===== config.mk =====
export PLATFORM = sky130hd
export DESIGN_NAME = intersection_responder
export DESIGN_NICKNAME = d
export VERILOG_FILES = /design/src/rtl/intersection_responder.sv
export SDC_FILE = /design/constraint.sdc
export NUM_CORES = 1
export LEC_CHECK = 0
export ABC_CLOCK_PERIOD_IN_PS = 4000
export BUFFER_PORTS_ARGS = -buffer_cell sky130_fd_sc_hd__buf_2
export CAP_MARGIN = 10
export CORE_UTILIZATION = 45
export DETAILED_ROUTE_END_ITERATION = 12
export HOLD_SLACK_MARGIN = 0.1
export SYNTH_ARGS = -nofsm -noshare
export SYNTH_HDL_FRONTEND = slang
export SYNTH_SLANG_ARGS = --single-unit

===== constraint.sdc =====
create_clock -name clk -period 4 [get_ports clk]
set_input_delay 0.2 -clock clk [delete_from_list [all_inputs] [get_ports clk]]
set_output_delay 0.2 -clock clk [all_outputs]
set_load 0.005 [all_outputs]

===== src/rtl/intersection_responder.sv =====
// Intersection-side responder: per-direction car queues, one-at-a-time release under the
// current light commands, box occupancy timing and sticky illegal-light detection.
module intersection_responder #(
  parameter int QDEPTH       = 4,
  parameter int CROSS_CYCLES = 8,
  parameter int DROP_W       = 8
) (
  input  logic              clk,
  input  logic              rst,
  input  logic [2:0]        lightN,
  input  logic [2:0]        lightS,
  input  logic [2:0]        lightE,
  input  logic [2:0]        lightW,
  input  logic [3:0]        arrive,
  input  logic [7:0]        arrive_turn,
  output logic [3:0]        depart,
  output logic [1:0]        depart_turn,
  output logic              occupied,
  output logic [3:0]        queue_full,
  output logic [7:0]        sensor_light,
  output logic              fault,
  output logic [DROP_W-1:0] drop_cnt
);

  localparam int PW = $clog2(QDEPTH);
  localparam int CW = $clog2(QDEPTH + 1);
  localparam int TW = (CROSS_CYCLES > 1) ? $clog2(CROSS_CYCLES) : 1;
  localparam logic [CW-1:0] FULL_CNT = CW'(QDEPTH);
  localparam logic [TW-1:0] TLOAD    = TW'(CROSS_CYCLES - 1);

  typedef enum logic [1:0] {
    ST_IDLE,
    ST_CROSS,
    ST_FAULT
  } state_e;

  logic [1:0]        mem_q   [4][QDEPTH];
  logic [PW-1:0]     wrPtr_q [4];
  logic [PW-1:0]     rdPtr_q [4];
  logic [CW-1:0]     cnt_q   [4];
  logic [DROP_W-1:0] dropCnt_q, dropCnt_d;

  state_e            state_q;
  logic [TW-1:0]     timer_q;
  logic [1:0]        rr_q;
  logic [1:0]        src_q;
  logic [3:0]        depart_q;
  logic [1:0]        departTurn_q;
  logic              fault_q;

  logic [2:0] light    [4];
  logic [1:0] head     [4];
  logic [1:0] normTurn [4];
  logic [3:0] nonEmpty, full, eligible, nonStop, push, drop, pop;
  logic       badCode, violation, grantValid, doGrant;
  logic [1:0] grantDir, idx;
  logic [2:0] dropSum;
  logic [DROP_W:0] dropExt;

  assign light[0] = lightN;
  assign light[1] = lightS;
  assign light[2] = lightE;
  assign light[3] = lightW;

  // Per-direction queue status, head-of-queue eligibility and light legality.
  always_comb begin
    badCode = 1'b0;
    for (int d = 0; d < 4; d++) begin
      head[d]     = mem_q[d][rdPtr_q[d]];
      nonEmpty[d] = (cnt_q[d] != '0);
      full[d]     = (cnt_q[d] == FULL_CNT);
      nonStop[d]  = (light[d] != 3'b000);
      badCode     = badCode | (light[d] > 3'd4);
      eligible[d] = nonEmpty[d] &
                    ((light[d] == 3'b100) |
                     ((light[d] == 3'b001) & (head[d] == 2'b00)) |
                     ((light[d] == 3'b010) & (head[d] == 2'b01)) |
                     ((light[d] == 3'b011) & (head[d] == 2'b10)));
      normTurn[d] = (arrive_turn[2*d +: 2] == 2'b11) ? 2'b00 : arrive_turn[2*d +: 2];
    end
    violation = badCode | ((nonStop & (nonStop - 4'd1)) != 4'd0);
  end

  // Round-robin search begins just after the last served direction, so it is checked last.
  always_comb begin
    grantValid = 1'b0;
    grantDir   = rr_q;
    idx        = '0;
    for (int i = 1; i <= 4; i++) begin
      idx = rr_q + 2'(i);
      if (!grantValid && eligible[idx]) begin
        grantValid = 1'b1;
        grantDir   = idx;
      end
    end
    doGrant = (state_q == ST_IDLE) && !fault_q && !violation && grantValid;
    pop     = doGrant ? (4'b0001 << grantDir) : 4'b0000;
  end

  // A full queue rejects arrivals even when it pops in the same cycle.
  always_comb begin
    push      = arrive & ~full;
    drop      = arrive & full;
    dropSum   = 3'(drop[0]) + 3'(drop[1]) + 3'(drop[2]) + 3'(drop[3]);
    dropExt   = {1'b0, dropCnt_q} + (DROP_W + 1)'(dropSum);
    dropCnt_d = dropExt[DROP_W] ? {DROP_W{1'b1}} : dropExt[DROP_W-1:0];
  end

  always_ff @(posedge clk or negedge rst) begin
    if (!rst) begin
      for (int d = 0; d < 4; d++) begin
        wrPtr_q[d] <= '0;
        rdPtr_q[d] <= '0;
        cnt_q[d]   <= '0;
        for (int e = 0; e < QDEPTH; e++) mem_q[d][e] <= 2'b00;
      end
      dropCnt_q <= '0;
    end else begin
      for (int d = 0; d < 4; d++) begin
        if (push[d]) begin
          mem_q[d][wrPtr_q[d]] <= normTurn[d];
          wrPtr_q[d]           <= wrPtr_q[d] + PW'(1);
        end
        if (pop[d]) rdPtr_q[d] <= rdPtr_q[d] + PW'(1);
        cnt_q[d] <= cnt_q[d] + CW'(push[d]) - CW'(pop[d]);
      end
      dropCnt_q <= dropCnt_d;
    end
  end

  // A crossing already in progress always completes before the fault state takes over.
  always_ff @(posedge clk or negedge rst) begin
    if (!rst) begin
      state_q      <= ST_IDLE;
      timer_q      <= '0;
      rr_q         <= 2'd0;
      src_q        <= 2'd0;
      depart_q     <= 4'b0000;
      departTurn_q <= 2'b00;
      fault_q      <= 1'b0;
    end else begin
      depart_q <= 4'b0000;
      fault_q  <= fault_q | violation;
      case (state_q)
        ST_IDLE: begin
          if (fault_q || violation) begin
            state_q <= ST_FAULT;
          end else if (grantValid) begin
            depart_q     <= pop;
            departTurn_q <= head[grantDir];
            timer_q      <= TLOAD;
            rr_q         <= grantDir;
            src_q        <= grantDir;
            state_q      <= ST_CROSS;
          end
        end
        ST_CROSS: begin
          if (timer_q == '0) state_q <= (fault_q || violation) ? ST_FAULT : ST_IDLE;
          else timer_q <= timer_q - TW'(1);
        end
        default: state_q <= ST_FAULT;
      endcase
    end
  end

  assign depart       = depart_q;
  assign depart_turn  = departTurn_q;
  assign occupied     = (state_q == ST_CROSS);
  assign queue_full   = full;
  assign sensor_light = {(occupied ? (4'b0001 << src_q) : 4'b0000), nonEmpty};
  assign fault        = fault_q;
  assign drop_cnt     = dropCnt_q;

endmodule


==> qor.yml, run 1 <==
worst_pin_slew_ps: 1050
switching_power_uw: 1110
r2r_setup_slack_ps: 220
fin_crit_ps: 3780
path_cells: "mux4_2 > nor4b_1 > a311oi_2 > o22ai_1 > o311ai_4 > o21ba_4 > and2_4 > xnor2_2 > ha_1 > inv_1 > fa_1 > xnor2_1 > xnor2_1"
combPwrFrac_pct: 38.9
holdWs_ps: 242
die_y_um: 105
clock.fmax_mhz: 265
overflow: 0
wire_per_inst_um: 15.3
rsz0062_at_grt: "no"
status: "finished clean"
htree_levels: 3
netlist_area_mm2: 0.00477
start_kind: "register"
setup_viol_count_final: 0
timing.slew.headroom_pct: 29.8
fp.dieArea_mm2: 0.0110
clockRootBuffer: "clkbuf_8"
crit_buf_inv: 1
async_reset_ff_share_pct: 100
worstSetupEndpointType: "register"
worstPathMaxFanout: 7
critPathTopFamily: "compound AO/OA/AOI/OAI gates"
hold_path_end: "fault$_DFF_PN0_"
start_util_pct: 46.4
nets: 544
clk_latency_ps: 360
multiInputGateArea_mm2: 0.00253
fillers: 976
grt_max_degree: 83
synth_edf_count: 0
hold_path_class: "in2reg"
max-vdd-ir-drop_uv: 200
drive_above_1_share_pct: 27.2
pwr-share-clk_pct: 18.8
clk_pin_slew_worst_paths_ps: 90
reg2reg_depth: 13
holdCritStartpoint: "lightS[2]"
routabilityCongestion: 0.874
synth_commonest_cells: "82 x dfrtp_1, 41 x nand2_1, 36 x inv_1"
drt_iter0_drc: 177
synth_seq_cells: 82
ys_top_cells_by_area: "dfrtp_1 43%, mux2_2 7.8%, ha_1 7.1%, mux4_2 4.7%, xnor2_1 4.4%"
holdPathStages: 3
synth_warnings: 0
cts.sinks: 82
tritoncts: "built"
syn_inst: 423
path_common_cell: "xnor2_1"
antenna_found_initial: 0
synth_most_common_cell: "dfrtp_1"
antenna_cells: 0
seq_area_frac_synth_pct: 43.0
io_pins: 54
fp.dieW_um: 105
cellPowerDensity_mw_per_mm2: 575
slowest_stage: "mux4_2"
p_leak_uw: 0.00256
yosysUniqueCellTypes: 57
setup_ws_ps: 225
avgSynthCellArea_um2: 11.3
portBuffers: 53
min_period_over_period_pct: 94.4
cp_data_required_time_ps: 4280
internal-power_uw: 2000
vias_per_cell: 5.25
vias: 3282
synth.net_count: 483
hpwlAfterDp_mm: 7.22
cts_buffer_depth: 2
crit_arrival_ps: 4060
finalHoldViolations: 0
grt_pass1_wl_mm: 16.0
rr_endpoint: "cnt_q[2]$_DFF_PN0_"
grt_pass1_vias: 3251
slew_violations: 0
r2r-start: "rdPtr_q[2]$_DFFE_PN0P_"
numCtsBuffers: 9
rows: 37
synth_area_leader_cell: "dfrtp_1"
max_stage_delay_ps: 560
drc_errors: 0
seqPwrFrac_pct: 42.3
syn2layout_area_growth_pct: 13.1
maxCapViolations: 0
synth.top_cell.area_share_pct: 43.0
wirelength_mm: 9.57
crit_type: "reg2reg"
regArea_mm2: 0.00205
sw_frac_of_total_pct: 35.6
setup-tns-final_ps: 0
dr.pass1.iters: 5
ant_nets: 0
detailedPlace.worstSlack_ps: 207
grtUsageTotal_pct: 18.7
skew_ps: 12.2
synth_flop_cell: "dfrtp_1"
coreArea_mm2: 0.0103
==> registers in the layout, summed over array words and instances (netlist names) <==
register and count:
fault 1, depart 4, state_q 2, timer_q 3, rdPtr_q 8, wrPtr_q 8
drop_cnt 8, mem_q 32, depart_turn 2, cnt_q 12, src_q 2
==> per-stage QoR <==
stage                     total power (uW)  instance area [um^2]  instances  util [%]
after floorplan                       2190                  4770        423         -
after global placement                2500                  5180        607      50.4
after detailed placement              2530                  5180        607      50.4
after CTS                             3140                  5380        624      52.3
after global routing                  3370                  5390        625      52.5
final                                 3100                  5390        625      52.5
==> layer usage <==
metal	up-vias	wire length, um	GRT usage, %
li1	1589	-	-
met1	1588	4480	25.1
met2	87	4320	29.1
met3	18	539	4.30
met4	0	226	8.35
met5	-	0	0
==> worst reg2reg max path: stages (launching register included) <==
cell	delay, ps
dfrtp_1	460
mux4_2	570
nor4b_1	180
a311oi_2	430
o22ai_1	260
o311ai_4	390
o21ba_4	240
and2_4	180
xnor2_2	120
ha_1	150
inv_1	50
fa_1	370
xnor2_1	180
xnor2_1	140
==> how the worst max path moves through the flow <==
stage,from,end,slack (ps),depth (start not counted)
final,rdPtr_q[2]$_DFFE_PN0P_,cnt_q[2]$_DFF_PN0_,220,13
after global routing,rdPtr_q[2]$_DFFE_PN0P_,cnt_q[8]$_DFF_PN0_,3,14
after CTS,rdPtr_q[2]$_DFFE_PN0P_,cnt_q[11]$_DFF_PN0_,180,13
after detailed placement,rdPtr_q[2]$_DFFE_PN0P_,cnt_q[11]$_DFF_PN0_,210,13
after global placement,rdPtr_q[6]$_DFFE_PN0P_,cnt_q[2]$_DFF_PN0_,220,13
after floorplan,rdPtr_q[6]$_DFFE_PN0P_,cnt_q[5]$_DFF_PN0_,350,14
==> cells in the final DEF (no fill, tap or decap), types with 3 or more instances in the layout <==
cell | netlist | final
mux2_2 | 33 | 33
mux4_2 | 10 | 10
ha_1 | 27 | 27
xor2_1 | 5 | 5
clkbuf_8 | 0 | 9
a31oi_1 | 3 | 3
buf_4 | 1 | 6
and3_1 | 7 | 7
nor2b_1 | 13 | 13
o21ai_0 | 14 | 14
dfrtp_1 | 82 | 82
nor3_1 | 4 | 4
or3_1 | 8 | 8
a21oi_1 | 6 | 5
nand2_1 | 41 | 41
nand3_1 | 9 | 9
mux2i_1 | 4 | 4
fa_1 | 7 | 7
nor4b_1 | 3 | 3
and2_1 | 8 | 8
a311oi_2 | 4 | 4
xnor2_1 | 24 | 24
buf_2 | 2 | 52
a211oi_1 | 5 | 5
inv_1 | 36 | 36
nor2_1 | 21 | 20
nand4_1 | 3 | 3
==> power groups by stage <==
| stage | registers [uW] | clock network (uW) | logic (uW) |
|---|---|---|---|
| final | 1310 | 585 | 1210 |
| after global routing | 1360 | 640 | 1370 |
| after CTS | 1320 | 611 | 1210 |
| after detailed placement | 1330 | 0 | 1200 |
| after global placement | 1320 | 0 | 1170 |
| after floorplan | 1270 | 0 | 927 |
==> logic make-up after synthesis <==
| family | after synthesis | synth area share [%] |
|---|---|---|
| compound gates | 53 | 8.95 |
| fa+ha+maj | 35 | 10.2 |
| flops | 82 | 43.0 |
| mux | 47 | 13.4 |
| simple gates | 129 | 14.3 |
| buf+inv | 46 | 4.07 |
| xor+xnor | 31 | 6.01 |
==> timing repair <==
item | in CTS | in global routing
gates resized for setup | 0 | 4
hold endpoints to repair | 73 | 0
hold buffers | 1 | 0
setup buffers | 0 | 1
endpoints found under the setup margin | 0 | 3
==> layout make-up <==
class	instances	share of cell area [%]
Tap cell	136	3.16
Multi-Input combinational cell	295	46.9
Sequential cell	82	38.1
Timing Repair Buffer	59	5.85
Inverter	37	2.58
Clock inverter	5	1.02
Clock buffer	11	2.44
Power figures use the tool's default switching activity.
==> inputs of run 2 (changes only) <==
--- a/config.mk
+++ b/config.mk
@@ -6,11 +6,12 @@
 export NUM_CORES = 1
 export LEC_CHECK = 0
 export ABC_CLOCK_PERIOD_IN_PS = 4000
-export BUFFER_PORTS_ARGS = -buffer_cell sky130_fd_sc_hd__buf_2
 export CAP_MARGIN = 10
 export CORE_UTILIZATION = 45
 export DETAILED_ROUTE_END_ITERATION = 12
+export DONT_BUFFER_PORTS = 1
 export HOLD_SLACK_MARGIN = 0.1
+export SETUP_SLACK_MARGIN = 0.05
 export SYNTH_ARGS = -nofsm -noshare
 export SYNTH_HDL_FRONTEND = slang
 export SYNTH_SLANG_ARGS = --single-unit
==> constraint.sdc (replaced) <==
create_clock -name clk -period 4 [get_ports clk]
set_input_delay 0.2 -clock clk [delete_from_list [all_inputs] [get_ports clk]]
set_output_delay 0.2 -clock clk [all_outputs]
set_load 0.1 [all_outputs]
==> qor.yml, run 2 (synthesis results as in run 1) <==
max-vdd-ir-drop_uv: 362  # was 200 uV
grt_max_degree: 83  # unchanged
largestRegisters: "mem_q x32, cnt_q x12"  # unchanged
numCtsBuffers: 9  # unchanged
holdPathStages: 3  # unchanged
worstPathMaxFanout: 5  # was 7
timing.slew.headroom_pct: 34.1  # was 29.8%
regArea_mm2: 0.00206  # was 0.00205 mm^2
dr.pass1.iters: 4  # was 5
top_register: "mem_q"  # unchanged
path_cells: "mux4_2 > nor4b_1 > a311oi_2 > nor2_1 > o311a_1 > nor3_4 > nand2_1 > xnor2_1 > ha_1 > inv_1 > fa_1 > xnor2_1 > xnor2_1"  # was mux4_2 > nor4b_1 > a311oi_2 > o22ai_1 > o311ai_4 > o21ba_4 > and2_4 > xnor2_2 > ha_1 > inv_1 > fa_1 > xnor2_1 > xnor2_1
setup_ws_ps: 272  # was 225 ps
drc_errors: 0  # unchanged
cp_data_required_time_ps: 4290  # was 4280 ps
worst_pin_slew_ps: 989  # was 1050 ps
layout_common_cells: "79 x dfrtp_1, 41 x nand2_1, 36 x inv_1"  # was 82 x dfrtp_1, 52 x buf_2, 41 x nand2_1
grt_pass1_wl_mm: 16.2  # was 16.0 mm
syn2layout_area_growth_pct: 12.3  # was 13.1%
clk_pin_slew_worst_paths_ps: 90  # about the same
fp.dieArea_mm2: 0.0110  # unchanged
io_pins: 54  # unchanged
cts_buffer_depth: 2  # unchanged
vias: 3166  # was 3282
portBuffers: 0  # was 53
reg2reg_depth: 13  # unchanged
fp.dieW_um: 105  # unchanged
critPathTopFamily: "compound AO/OA/AOI/OAI gates"  # unchanged
cellPowerDensity_mw_per_mm2: 705  # was 575 mW/mm^2
clock.fmax_mhz: 268  # was 265 MHz
multiInputGateArea_mm2: 0.00256  # was 0.00253 mm^2
worstSetupEndpointType: "register"  # unchanged
max_stage_delay_ps: 550  # was 560 ps
holdWs_ps: 140  # was 242 ps
maxCapViolations: 0  # unchanged
crit_buf_inv: 1  # unchanged
finalPower_uw: 3780  # was 3100 uW
rsz0062_at_grt: "yes"  # was no
grt_pass1_vias: 3240  # was 3251
start_util_pct: 46.4  # unchanged
place_area_mm2: 0.00499  # was 0.00518 mm^2
layout_commonest_cell: "dfrtp_1"  # unchanged
vias_per_cell: 5.42  # was 5.25
detailedPlace.worstSlack_ps: 62.5  # was 207 ps
crit_type: "reg2reg"  # unchanged
htree_levels: 3  # unchanged
r2r_setup_slack_ps: 270  # was 220 ps
largest_register_ffs: 32  # unchanged
cp.depth: 13  # unchanged
crit_arrival_ps: 4020  # was 4060 ps
tritoncts: "built"  # unchanged
skew_ps: 14.2  # was 12.2 ps
setup-tns-final_ps: 0  # unchanged
cts.sinks: 82  # unchanged
slowest_stage: "mux4_2"  # unchanged
hpwlAfterDp_mm: 7.34  # was 7.22 mm
clk_latency_ps: 370  # was 360 ps
setup_viol_count_final: 0  # unchanged
grtUsageTotal_pct: 19.1  # was 18.7%
overflow: 0  # unchanged
fin_crit_ps: 3730  # was 3780 ps
drive_above_1_share_pct: 21.4  # was 27.2%
clockRootBuffer: "clkbuf_8"  # unchanged
start_kind: "register"  # unchanged
status: "finished clean"  # unchanged
path_common_cell: "xnor2_1"  # unchanged
hold_path_class: "in2reg"  # unchanged
wire_per_inst_um: 16.8  # was 15.3 um
fillers: 916  # was 976
ant_nets: 0  # unchanged
wirelength_mm: 9.81  # was 9.57 mm
rows: 37  # unchanged
design_area_mm2: 0.00535  # was 0.00539 mm^2
drt_iter0_drc: 126  # was 177
antenna_cells: 0  # unchanged
min_period_over_period_pct: 93.2  # was 94.4%
slew_violations: 0  # unchanged
nets: 503  # was 544
coreArea_mm2: 0.0103  # unchanged
die_y_um: 105  # unchanged
p_leak_uw: 0.00245  # was 0.00256 uW
antenna_found_initial: 0  # unchanged
finalHoldViolations: 0  # unchanged
routabilityCongestion: 0.878  # was 0.874
run 2: power breakdown:
group          switching, uW  total (uW)  internal (uW)  leakage [uW]
Sequential               342        1440           1100       0.00101
Combinational            917        1540            619       0.00131
Clock                    320         797            478      0.000129
Total                   1580        3780           2200       0.00245
run 2: through the flow:
stage,util (%),std cells
floorplan,-,423
global placement,48.6,562
detailed placement,48.6,562
CTS,51.7,581
global route,52.1,584
finish,52.1,584
run 2: layer usage:
metal / global-route usage (%) / share of wire, % / vias to the layer above
li1: - / - / 1522
met1: 24.2 / 43 / 1537
met2: 30.6 / 48 / 87
met3: 4.74 / 5.8 / 20
met4: 9.46 / 3.0 / 0
met5: 0 / 0 / -
run 2: final cells by class:
class / count / area share (%)
repair buffers: 18 / 2.99
clock buffers: 9 / 2.31
multi-input cells: 295 / 47.9
well taps: 136 / 3.18
inverters: 37 / 2.59
flip-flops and latches: 82 / 38.4
clock inverters: 7 / 2.64
run 2: timing repair:
action	in CTS	in global routing
setup buffers	0	3
resized for setup	1	6
pin swaps	0	5
setup endpoints to repair	1	6
endpoints found under the hold margin	83	0
gates cloned	0	0
hold buffers	3	0
run 2: path summary, 6_finish.rpt:
kind | startpoint | end
hold reg to reg | timer_q[0]$_DFFE_PN0P_ | timer_q[0]$_DFFE_PN0P_
hold / removal | lightS[0] | fault$_DFF_PN0_
setup reg to reg | rdPtr_q[2]$_DFFE_PN0P_ | cnt_q[11]$_DFF_PN0_
max in group asynchronous | rst | rdPtr_q[6]$_DFFE_PN0P_
setup / recovery | rdPtr_q[2]$_DFFE_PN0P_ | cnt_q[11]$_DFF_PN0_
min in group asynchronous | rst | fault$_DFF_PN0_
run 2: tightest hold or removal path, delay by kind of cell:
family	cells	cell delay (ps)
compound gates	1	130
simple gates	2	140
